<file path="src/rtl/display_scheduler.sv">
// Shares a 4-digit seven-segment display between the round timer, the player
// score and one-shot messages. Timer and score rotate on fixed dwell times,
// a message pre-empts the rotation, and the display blinks while paused or
// after game over. All outputs are registered, one clock after state/inputs.
module display_scheduler #(
    parameter int PRESCALE    = 100000,
    parameter int DWELL_TIMER = 3000,
    parameter int DWELL_SCORE = 1000,
    parameter int MSG_TICKS   = 500,
    parameter int BLINK_TICKS = 250,
    parameter bit LZ_SUPPRESS = 1'b1
) (
    input  logic        clk,
    input  logic        rst,
    input  logic [15:0] timer_bcd,
    input  logic [15:0] score_bcd,
    input  logic        msg_req,
    input  logic [15:0] msg_bcd,
    input  logic        paused,
    input  logic        game_over,
    input  logic        start,
    output logic [3:0]  digit_1,
    output logic [3:0]  digit_2,
    output logic [3:0]  digit_3,
    output logic [3:0]  digit_4,
    output logic [1:0]  src
);

    localparam int DWELL_MAX = (DWELL_TIMER > DWELL_SCORE) ? DWELL_TIMER : DWELL_SCORE;
    localparam int PW = $clog2(PRESCALE + 1);
    localparam int DW = $clog2(DWELL_MAX + 1);
    localparam int HW = $clog2(MSG_TICKS + 1);
    localparam int BW = $clog2(BLINK_TICKS + 1);

    // Encoding doubles as the src output code.
    typedef enum logic [1:0] {
        ST_TIMER = 2'd0,
        ST_SCORE = 2'd1,
        ST_MSG   = 2'd2,
        ST_OVER  = 2'd3
    } state_t;

    state_t        state_q, state_d;
    state_t        ret_q, ret_d;
    logic [PW-1:0] presc_q, presc_d;
    logic [DW-1:0] dwell_q, dwell_d;
    logic [HW-1:0] hold_q, hold_d;
    logic [BW-1:0] blink_cnt_q, blink_cnt_d;
    logic          blink_ph_q, blink_ph_d;
    logic [15:0]   msg_q, msg_d;
    logic [15:0]   digits_q, digits_d;
    logic [1:0]    src_q, src_d;

    logic          tick_s;
    logic          blink_act_s;
    logic          blank_s;
    logic [DW-1:0] dwell_lim_s;
    state_t        rot_next_s;
    logic [15:0]   content_s;

    // Non-BCD nibbles are shown blank.
    function automatic logic [3:0] bcd_fix(input logic [3:0] n);
        return (n > 4'd9) ? 4'hF : n;
    endfunction

    // Sanitise all four nibbles of a BCD word.
    function automatic logic [15:0] bcd_word(input logic [15:0] w);
        return {bcd_fix(w[15:12]), bcd_fix(w[11:8]), bcd_fix(w[7:4]), bcd_fix(w[3:0])};
    endfunction

    // Score view: leading zeros of digit_1..digit_3 blanked, digit_4 always shown.
    function automatic logic [15:0] score_view(input logic [15:0] s);
        logic lz1, lz2, lz3;
        lz1 = LZ_SUPPRESS && (s[15:12] == 4'd0);
        lz2 = lz1 && (s[11:8] == 4'd0);
        lz3 = lz2 && (s[7:4] == 4'd0);
        return {lz1 ? 4'hF : bcd_fix(s[15:12]),
                lz2 ? 4'hF : bcd_fix(s[11:8]),
                lz3 ? 4'hF : bcd_fix(s[7:4]),
                bcd_fix(s[3:0])};
    endfunction

    // Next-state logic: prescaler, rotation/message FSM, blink and output view.
    always_comb begin
        state_d     = state_q;
        ret_d       = ret_q;
        dwell_d     = dwell_q;
        hold_d      = hold_q;
        msg_d       = msg_q;
        blink_cnt_d = blink_cnt_q;
        blink_ph_d  = blink_ph_q;

        tick_s  = (presc_q == PW'(PRESCALE - 1));
        presc_d = tick_s ? '0 : (presc_q + PW'(1));

        dwell_lim_s = (state_q == ST_TIMER) ? DW'(DWELL_TIMER - 1) : DW'(DWELL_SCORE - 1);
        rot_next_s  = (state_q == ST_TIMER) ? ST_SCORE : ST_TIMER;

        if (game_over) begin
            // OVER beats everything except reset; a pending message is dropped.
            state_d = ST_OVER;
            dwell_d = '0;
            hold_d  = '0;
        end else begin
            case (state_q)
                ST_TIMER, ST_SCORE: begin
                    if (msg_req) begin
                        state_d = ST_MSG;
                        ret_d   = state_q;
                        msg_d   = msg_bcd;
                        dwell_d = '0;
                        hold_d  = '0;
                    end else if (tick_s && !paused) begin
                        if (dwell_q == dwell_lim_s) begin
                            state_d = rot_next_s;
                            dwell_d = '0;
                        end else begin
                            dwell_d = dwell_q + DW'(1);
                        end
                    end else begin
                        dwell_d = dwell_q;
                    end
                end
                ST_MSG: begin
                    // Hold keeps counting while paused; a new request restarts it.
                    if (msg_req) begin
                        msg_d  = msg_bcd;
                        hold_d = '0;
                    end else if (tick_s) begin
                        if (hold_q == HW'(MSG_TICKS - 1)) begin
                            state_d = ret_q;
                            hold_d  = '0;
                            dwell_d = '0;
                        end else begin
                            hold_d = hold_q + HW'(1);
                        end
                    end else begin
                        hold_d = hold_q;
                    end
                end
                ST_OVER: begin
                    if (start) begin
                        state_d = ST_TIMER;
                        dwell_d = '0;
                        hold_d  = '0;
                    end else begin
                        state_d = ST_OVER;
                    end
                end
                default: begin
                    state_d = ST_TIMER;
                    dwell_d = '0;
                    hold_d  = '0;
                end
            endcase
        end

        // Blink runs only while paused outside MSG, or in OVER; clears otherwise.
        blink_act_s = (paused && (state_q != ST_MSG)) || (state_q == ST_OVER);
        if (!blink_act_s) begin
            blink_cnt_d = '0;
            blink_ph_d  = 1'b0;
        end else if (tick_s) begin
            if (blink_cnt_q == BW'(BLINK_TICKS - 1)) begin
                blink_cnt_d = '0;
                blink_ph_d  = ~blink_ph_q;
            end else begin
                blink_cnt_d = blink_cnt_q + BW'(1);
            end
        end else begin
            blink_cnt_d = blink_cnt_q;
        end
        blank_s = blink_act_s && blink_ph_q;

        case (state_q)
            ST_TIMER: content_s = bcd_word(timer_bcd);
            ST_SCORE: content_s = score_view(score_bcd);
            ST_MSG:   content_s = bcd_word(msg_q);
            ST_OVER:  content_s = score_view(score_bcd);
            default:  content_s = 16'hFFFF;
        endcase

        digits_d = blank_s ? 16'hFFFF : content_s;
        src_d    = state_q;
    end

    // State and output registers with synchronous reset.
    always_ff @(posedge clk) begin
        if (rst) begin
            state_q     <= ST_TIMER;
            ret_q       <= ST_TIMER;
            presc_q     <= '0;
            dwell_q     <= '0;
            hold_q      <= '0;
            blink_cnt_q <= '0;
            blink_ph_q  <= 1'b0;
            msg_q       <= 16'h0000;
            digits_q    <= 16'hFFFF;
            src_q       <= 2'd0;
        end else begin
            state_q     <= state_d;
            ret_q       <= ret_d;
            presc_q     <= presc_d;
            dwell_q     <= dwell_d;
            hold_q      <= hold_d;
            blink_cnt_q <= blink_cnt_d;
            blink_ph_q  <= blink_ph_d;
            msg_q       <= msg_d;
            digits_q    <= digits_d;
            src_q       <= src_d;
        end
    end

    assign digit_1 = digits_q[15:12];
    assign digit_2 = digits_q[11:8];
    assign digit_3 = digits_q[7:4];
    assign digit_4 = digits_q[3:0];
    assign src     = src_q;

endmodule

</file>
<file path="config.mk">
export PLATFORM = sky130hd
export DESIGN_NAME = display_scheduler
export DESIGN_NICKNAME = d
export VERILOG_FILES = /design/src/rtl/display_scheduler.sv
export SDC_FILE = /design/constraint.sdc
export NUM_CORES = 1
export LEC_CHECK = 0
export ABC_CLOCK_PERIOD_IN_PS = 2700
export CAP_MARGIN = 20
export CELL_PAD_IN_SITES_DETAIL_PLACEMENT = 1
export CELL_PAD_IN_SITES_GLOBAL_PLACEMENT = 1
export CORE_ASPECT_RATIO = 0.8
export CORE_UTILIZATION = 39
export CTS_CLUSTER_DIAMETER = 150
export DETAILED_ROUTE_END_ITERATION = 8
export GPL_TIMING_DRIVEN = 0
export PLACE_DENSITY_LB_ADDON = 0.15
export RECOVER_POWER = 25
export SLEW_MARGIN = 20
export SYNTH_ARGS = -nofsm -noshare
export SYNTH_HDL_FRONTEND = slang
export SYNTH_SLANG_ARGS = --single-unit
</file>
<file path="constraint.sdc">
create_clock -name clk -period 2.7 [get_ports clk]
set_clock_uncertainty 0.05 [all_clocks]
set_input_delay 0.54 -clock clk [delete_from_list [all_inputs] [get_ports clk]]
set_output_delay 0.54 -clock clk [all_outputs]
set_load 0.01 [all_outputs]
</file>
Word level (Yosys, flattened, before mapping)
Index checks and enable logic that the tools add are counted.
Widths: inputs -> output; s select.

storage, ports and cells
  register bits = 85
  word-level logic and storage cells = 115
  bits of input ports = 54
  output and inout port bits = 18

operators by class
  muxes and demuxes = 42
  $add $sub $neg = 4
  reduce and logical (&&, ||, !) cells = 24
  equal/unequal tests = 20
  bitwise operators = 3
  magnitude comparators = 12

operators by type and width
  operator               count
  $mux 12                8
  $mux 4                 15
  $gt 4x4->1 const B     12
  $pmux 16 s3            1
  $mux 9                 5
  $pmux 12 s3            1
  $pmux 9 s3             1
  $add 17x1->17 const B  1
  $eq 17x17->1 const B   1
  $mux 2                 8
  $ne 3x3->1 const B     5
  $add 12x1->12 const B  1
  $eq 12x12->1           1
  $logic_not 4->1        3
  $ne 2x2->1 const B     6
  $reduce_or 2->1        6
  $reduce_and 5->1       2
  $add 9x1->9 const B    1
  $eq 9x9->1 const B     1
  $reduce_and 3->1       3
  $add 8x1->8 const B    1
  $eq 8x8->1 const B     1
  $mux 8                 1
  $ne 4x4->1 const B     2
  11 further kinds       18

Depth between registers and ports, before layout
Gate-level depths: netlist of run 1.

  word-level depth = 8
  mapped depth = 8
  mapped depth without buffers = 6

Least setup slack after synthesis of run 1
Ideal clock, no wire load.

  path kind = reg2reg
  start = register hold_q[2]
  end = register dwell_q[3]
  period minus slack after synthesis = 2,193 ps
  path buffers = 1
  cell stages (with the launch flop) = 7
  setup slack = 507 ps
  required time = 2,533 ps
  setup time = 117 ps
  arrival = 2,025 ps
  cells stage by stage = dfxtp_1 -> or3b_1 -> or3b_1 -> o31a_4 -> buf_4 -> a211o_1 -> a32o_1

between the ends
  word-level cells in the longest chain between the ends = 3

RTL lines
  what                        RTL line  text
  start: declaration          47        logic [HW-1:0] hold_q, hold_d;
  start signal: assignment    205       hold_q <= hold_d;
  $eq 9x9->1                  130       if (hold_q == HW'(MSG_TICKS - 1)) begin
  $ne 2x2->1 (no line)        --
  $reduce_and 5->1 (no line)  --
  end signal: assignment      204       dwell_q <= dwell_d;
  end: declaration            46        logic [DW-1:0] dwell_q, dwell_d;

Every way passes these cells.
A chain may end at the register's enable or synchronous reset.

Worst setup path after layout of run 1
  start = input port msg_req
  end = register dwell_q[5]

between the ends
  word-level cells in the longest chain between the ends = 2
  elaborated cells between the ends (all ways) = 5
  classes of those cells = eq/ne: 2; mux: 2; reduce/logical: 1

RTL lines
  what                                                              RTL line  text
  start: declaration                                                17        input logic msg_req,
  $ne 3x3->1 (no line), or another cell as far along                --
  $reduce_and 5->1 (no line) / $pmux 12 s3 (equally long branches)  --

Parallel ways exist; a longest one is shown, timed or not.

==> results of run 1 <==
[path summary, 6_finish.rpt]
check | slack (ps) | endpoint | startpoint
setup / recovery | 150 | dwell_q[5]$_SDFFE_PP0P_ | msg_req
hold / removal | 410 | presc_q[0]$_SDFF_PP0_ | presc_q[0]$_SDFF_PP0_
setup reg to reg | 250 | dwell_q[6]$_SDFFE_PP0P_ | dwell_q[0]$_SDFFE_PP0P_
hold reg to reg | 410 | presc_q[0]$_SDFF_PP0_ | presc_q[0]$_SDFF_PP0_
[metrics by stage]
step	instance area [sq um]	hold slack, ps	power [mW]	util [%]	instances
2_1_floorplan	4130	376	1.57	-	509
3_3_place_gp	4990	392	1.78	48.6	718
3_5_place_dp	4990	403	1.79	48.6	718
4_1_cts	5310	411	3.07	51.6	734
5_1_grt	5330	443	3.16	51.8	733
6_report	5330	411	3.04	51.8	733
[layer usage]
metal | wire [um] | part of all wire, % | up-vias
li1 | - | - | 2003
met1 | 6270 | 49 | 1996
met2 | 5730 | 45 | 88
met3 | 558 | 4.4 | 7
met4 | 107 | 0.84 | 0
met5 | 0 | 0 | -
[worst reg2reg max path, cell delays in order, from the launching register on]
cell	delay, ps
dfxtp_1	370
ha_1	230
nand4b_1	150
o41ai_1	1020
o211ai_1	210
a32o_1	310
[registers in the layout, summed over array words and instances, names as in the netlist]
signal       count
blink_cnt_q      8
blink_ph_q       1
digits_q        16
dwell_q         12
hold_q           9
msg_q           16
presc_q         17
ret_q            2
src              2
src_d            2
[where the power goes]
group	switching, mW	leakage, nW	internal, mW
clock	0.526	0.145	0.748
sequential	0.0276	0.693	1.30
combinational	0.247	0.928	0.194
total	0.801	1.77	2.24
[cell families after synthesis]
group / Yosys count / synth area share (%)
muxes: 3 / 0.758
xor gates and xnor gates: 29 / 6.15
DFF: 85 / 41.2
AOI/OAI and AO/OA: 136 / 21.2
and+or+nand+nor: 215 / 25.8
buffers and inverters: 36 / 3.36
adders and majority gates: 5 / 1.52
[cell type report]
class	instances	area share (%)
Buffer	23	1.76
Clock buffer	10	4.49
Clock inverter	6	1.34
Inverter	12	0.845
Multi-Input combinational cell	388	43.4
Sequential cell	85	31.9
Tap cell	140	3.29
Timing Repair Buffer	69	13.0
[placed cells by master (no fill, tap or decap), drive strengths merged, types with 6 or more instances in the layout]
cell	count
dfxtp	85
or4	7
nand3	18
nand4	11
clkdlybuf4s50	53
inv	12
o21ai	23
a211oi	16
and3	6
o31ai	11
clkbuf	28
dlygate4sd3	16
o211ai	6
xnor2	10
o22ai	8
nor4	6
nor2	54
xor2	19
nor3	7
a21oi	52
nand2	66
[repair_timing]
action | in CTS | in global routing
gates resized for setup | 2 | 9
endpoints found under the setup margin | 5 | 18
buffers inserted | 0 | 0
==> summary.txt, run 1 <==
Result of the run -> finished clean
Maximum number of pins on one net before global-route repair -> 16
Kind of path behind the tightest hold check -> reg2reg
Height of the die -> 94.0 um
Async set or reset register ratio after synthesis -> 0%
Post-detailed-route wirelength per cell -> 17.3 um
Starting utilization of the core area -> 40.2%
Kind of end point of the critical path -> flip-flop
Net count after synthesis -> 568
Fraction of final layout cells sized beyond drive strength 1 -> 5.23%
Met3 track utilization from global routing -> 4.84%
Global-route track usage on met1 -> 34.1%
Crit path buf inv count -> 2
TritonCTS clock tree -> done
Share of the clock period used by the worst path -> 94.5%
Mapped Cells -> 509
Initial DRC count -> 204
Port Buffer Count -> 69
Largest driver fanout on the critical path -> 8
Number of cells on the worst reg-to-reg path -> 5
Cell types with the highest counts after synthesis -> dfxtp_1, nand2_1, nor2_1
Critical path arrival -> 2730 ps
Clock Tree Root -> clkbuf_16
Via total after detailed routing -> 4094
Launching element type of the critical path -> input port
Busiest metal layer after global routing -> met2
Quantity of hold-fixing buffers added after cts -> 0
Post-synthesis sequential area ratio -> 41.2%
# Max-Cap Violations -> 0
Worst supply voltage drop on vdd -> 406 uV
Average via count per standard cell -> 5.59
Clock Sink Count -> 85
Family with the most delay on the worst path -> compound AO/OA/AOI/OAI gates
Max incr delay on CP -> 640 ps
Max Slew Vio Count -> 0
Cell depth of the worst setup path -> 6
Primary flip-flop cell chosen by synthesis mapping -> dfxtp_1
Total Nets Final -> 647
Power per unit of standard cell area -> 571 nW/um^2
Worst setup margin -> 150 ps
Worst Tran Pin Value -> 1170 ps
Yosys warnings -> 0
Total routed wirelength -> 12700 um
DRC viols -> 0
# IOs -> 72
Most repeated cell in the gate-level netlist after synthesis -> dfxtp_1
Lkg Pwr -> 1.77 nW
Final period demand of the worst path -> 2550 ps
H-Tree Depth -> 3
Antenna Diode Count -> 0
Post-detail-place hpwl -> 9520 um
Initial antenna violation count -> 0
Worst path required time -> 2880 ps
RePlAce Congestion -> 0.850
Most area-consuming cells after synthesis -> dfxtp_1, a21oi_1, nand2_1
Max-slew headroom -> 21.2%
Series of cell instances along the critical path -> dlygate4sd3_1, or2_2, clkbuf_1, o21ai_1, nor3_2, a32o_1
Count of fill cells added during filler insertion -> 1227
Met2 capacity usage during global routing -> 36.9%
Die extent in x -> 117 um
1st-pass router iterations -> 5
Overflow left after global routing -> 0
Combined flip-flop and latch cell area -> 1700 sq um
Maximum count of clock buffers along a single path -> 2
Total Die Area -> 11000 sq um
Wire length of the first global-routing pass -> 20000 um
Count of endpoints failing setup in the final report -> 0
Clock transition at path regs -> 60 ps
Clock buffers created by TritonCTS -> 9
Area of the mapped netlist -> 4130 sq um
Top cell type's share of synthesized area -> 41.2%
Post-placement worst setup slack -> -392 ps
Core area -> 10300 sq um
Post-synth EDFFs -> 0
Total negative slack for setup checks -> 0 ps
Flip-flop and latch count after synthesis -> 85
Post-detailed-route count of antenna-violating nets -> 0
Area of combinational cells with multiple inputs -> 2310 sq um
Hold Path Stages -> 1
Type of the worst setup path -> in2reg
Via count of the first global-routing pass -> 3938
Clock network latency to the later pin of the worst-skew pair -> 340 ps
Count of unique library cells instantiated by Yosys -> 54
Number of rows in the core area -> 33
Slowest stage cell, crit path -> dlygate4sd3_1
Post-synthesis cell type with the largest combined area -> dfxtp_1
Global-route total usage across every layer -> 24.0%
Setup repair after global routing missed its margin -> no
Count of final hold-check violations -> 0
Avg Cell Area, Syn -> 8.11 sq um
Area added between synthesis and finish -> 29.0%
Maximum operating frequency -> 392 MHz
(Power assumes the default switching activity.)
==> run 2: changes to the inputs <==
--- a/config.mk
+++ b/config.mk
@@ -10,12 +10,14 @@
 export CELL_PAD_IN_SITES_DETAIL_PLACEMENT = 1
 export CELL_PAD_IN_SITES_GLOBAL_PLACEMENT = 1
 export CORE_ASPECT_RATIO = 0.8
+export CORE_MARGIN = 5
 export CORE_UTILIZATION = 39
 export CTS_CLUSTER_DIAMETER = 150
 export DETAILED_ROUTE_END_ITERATION = 8
 export GPL_TIMING_DRIVEN = 0
+export MAX_ROUTING_LAYER = met4
 export PLACE_DENSITY_LB_ADDON = 0.15
-export RECOVER_POWER = 25
+export RECOVER_POWER = 100
 export SLEW_MARGIN = 20
 export SYNTH_ARGS = -nofsm -noshare
 export SYNTH_HDL_FRONTEND = slang
==> summary.txt, run 2 (synthesis results as in run 1) <==
Lkg Pwr -> 1.76 nW (-0.61%)
Top Metal Used -> met4
# Max-Cap Violations -> 0 (unchanged)
Most frequent standard cell in the layout excluding fill and tap cells -> dfxtp_1
Port Buffer Count -> 69 (unchanged)
Total power of the final layout -> 3.03 mW (-0.32%)
Count of final hold-check violations -> 0 (unchanged)
Post-detailed-route count of antenna-violating nets -> 0 (unchanged)
Total routed wirelength -> 12600 um (-0.62%)
DRC viols -> 0 (unchanged)
Leading registers by flop count -> presc_q x17, digits_q x16, msg_q x16
Max Slew Vio Count -> 0 (unchanged)
Final period demand of the worst path -> 2630 ps (+77.2 ps)
Area of combinational cells with multiple inputs -> 2310 sq um (-0.22%)
Met3 routed wirelength -> 508 um (-9.0%)
Post-layout util -> 51.7% (-0.12 points)
Maximum number of pins on one net before global-route repair -> 15 (-1)
Wire length of the first global-routing pass -> 20800 um (+3.6%)
Initial DRC count -> 329 (+61%)
Average via count per standard cell -> 5.54 (-0.74%)
Most frequent cells in the layout -> dfxtp_1, nand2_1, nor2_1, a21oi_1, clkdlybuf4s50_1
Maximum count of clock buffers along a single path -> 2 (unchanged)
Number of rows in the core area -> 33 (unchanged)
Kind of path behind the tightest hold check -> reg2reg
Post-detailed-route wirelength per cell -> 17.2 um (-0.49%)
Max-slew headroom -> 24.2% (+3.0 points)
Total Nets Final -> 646 (-0.15%)
Layout Cell Area excl Fill -> 5320 sq um (-0.23%)
Via total after detailed routing -> 4058 (-0.88%)
Clock network latency to the later pin of the worst-skew pair -> 340 ps (about the same)
Height of the die -> 102 um (+8.5%)
Share of the clock period used by the worst path -> 97.3% (+2.9 points)
Antenna Diode Count -> 0 (unchanged)
RePlAce Congestion -> 0.881 (+3.6%)
Setup repair bufs after CTS -> 0 (unchanged)
Launching element type of the critical path -> input port
1st-pass router iterations -> 4 (-1)
TritonCTS clock tree -> done
Combined flip-flop and latch cell area -> 1700 sq um (unchanged)
Quantity of hold-fixing buffers added after cts -> 0 (unchanged)
Clock Tree Root -> clkbuf_16
Instance area after placement -> 4990 sq um (unchanged)
Max incr delay on CP -> 590 ps (-50 ps)
Core area -> 10300 sq um (unchanged)
Worst supply voltage drop on vdd -> 335 uV (-17%)
H-Tree Depth -> 3 (unchanged)
Overflow left after global routing -> 0 (unchanged)
Detailed-routing wirelength on met1 -> 6360 um (+1.4%)
Initial antenna violation count -> 0 (unchanged)
Fraction of final layout cells sized beyond drive strength 1 -> 4.73% (-0.50 points)
Largest driver fanout on the critical path -> 10 (+2)
Largest reg by FF count -> presc_q
Result of the run -> finished clean
Via count of the first global-routing pass -> 4153 (+5.5%)
Global-route total usage across every layer -> 20.6% (-3.5 points)
Clock buffers created by TritonCTS -> 9 (unchanged)
Count of endpoints failing setup in the final report -> 0 (unchanged)
Area added between synthesis and finish -> 28.7%
Count of fill cells added during filler insertion -> 1230 (+0.24%)
Worst Tran Pin Value -> 1120 ps (-44.0 ps)
Max reg flops -> 17 (unchanged)
Met2 wire len -> 5550 um (-3.2%)
Kind of end point of the critical path -> flip-flop
Critical path arrival -> 2810 ps (+80 ps)
Post-detail-place hpwl -> 9880 um (+3.9%)
Series of cell instances along the critical path -> dlygate4sd3_1, nand2b_1, or3b_1, o31a_4, clkbuf_2, a211o_1, a32o_1
Clock transition at path regs -> 60 ps (about the same)
Total Die Area -> 12800 sq um (+16%)
Type of the worst setup path -> in2reg
# IOs -> 72 (unchanged)
Setup repair after global routing missed its margin -> no
Die extent in x -> 125 um (+6.8%)
Worst path required time -> 2880 ps (about the same)
Slowest stage cell, crit path -> dlygate4sd3_1
Starting utilization of the core area -> 40.2% (unchanged)
Maximum operating frequency -> 381 MHz (-2.9%)
Power per unit of standard cell area -> 571 nW/um^2 (about the same)
Clock Sink Count -> 85 (unchanged)
run 2: worst paths after layout:
kind | from | end | slack [ps] | depth (start not counted)
min reg2reg | msg_q[12]$_SDFFE_PP0P_ | msg_q[12]$_SDFFE_PP0P_ | 420 | 2
max | paused | dwell_q[3]$_SDFFE_PP0P_ | 70 | 7
min | msg_q[12]$_SDFFE_PP0P_ | msg_q[12]$_SDFFE_PP0P_ | 420 | 2
max reg2reg | presc_q[0]$_SDFF_PP0_ | dwell_q[5]$_SDFFE_PP0P_ | 200 | 7
run 2: power by group:
group / switching [mW] / internal (mW) / total, mW / leakage [nW]
clock: 0.507 / 0.767 / 1.27 / 0.148
combinational: 0.241 / 0.190 / 0.431 / 0.915
sequential: 0.0279 / 1.30 / 1.33 / 0.693
total: 0.777 / 2.26 / 3.03 / 1.76
run 2: cell type report:
cell class	count	share of cell area, %
tap	140	3.30
buffer	22	1.60
clock buffer	11	4.76
sequential	85	32.0
multi-input combinational	388	43.4
inverter	12	0.847
timing repair buffer	69	13.0
clock inverter	5	1.11
run 2: timing repair:
item	CTS	global route
gates cloned	0	0
setup endpoints to repair	4	18
resized for setup	1	7
run 2: layer usage:
layer	vias up	GRT usage [%]
met2	90	31.4
met4	0	5.67
met5	-	-
met1	1959	28.0
met3	14	4.13
li1	1995	-
run 2: worst max-delay path: cells and delay by family:
kind | cells | cell delay, ps
and+or+nand+nor | 2 | 590
buffers and inverters | 2 | 820
AOI/OAI and AO/OA | 3 | 860
run 2: metrics by stage:
step	hold WS (ps)	instances	setup TNS [ps]	setup WS [ps]
6_report	416	732	0	72.6
4_1_cts	420	734	0	0.724
3_5_place_dp	411	718	-2360	-359
2_1_floorplan	376	509	0	507
3_3_place_gp	391	718	-2150	-353
5_1_grt	437	732	0	25.1
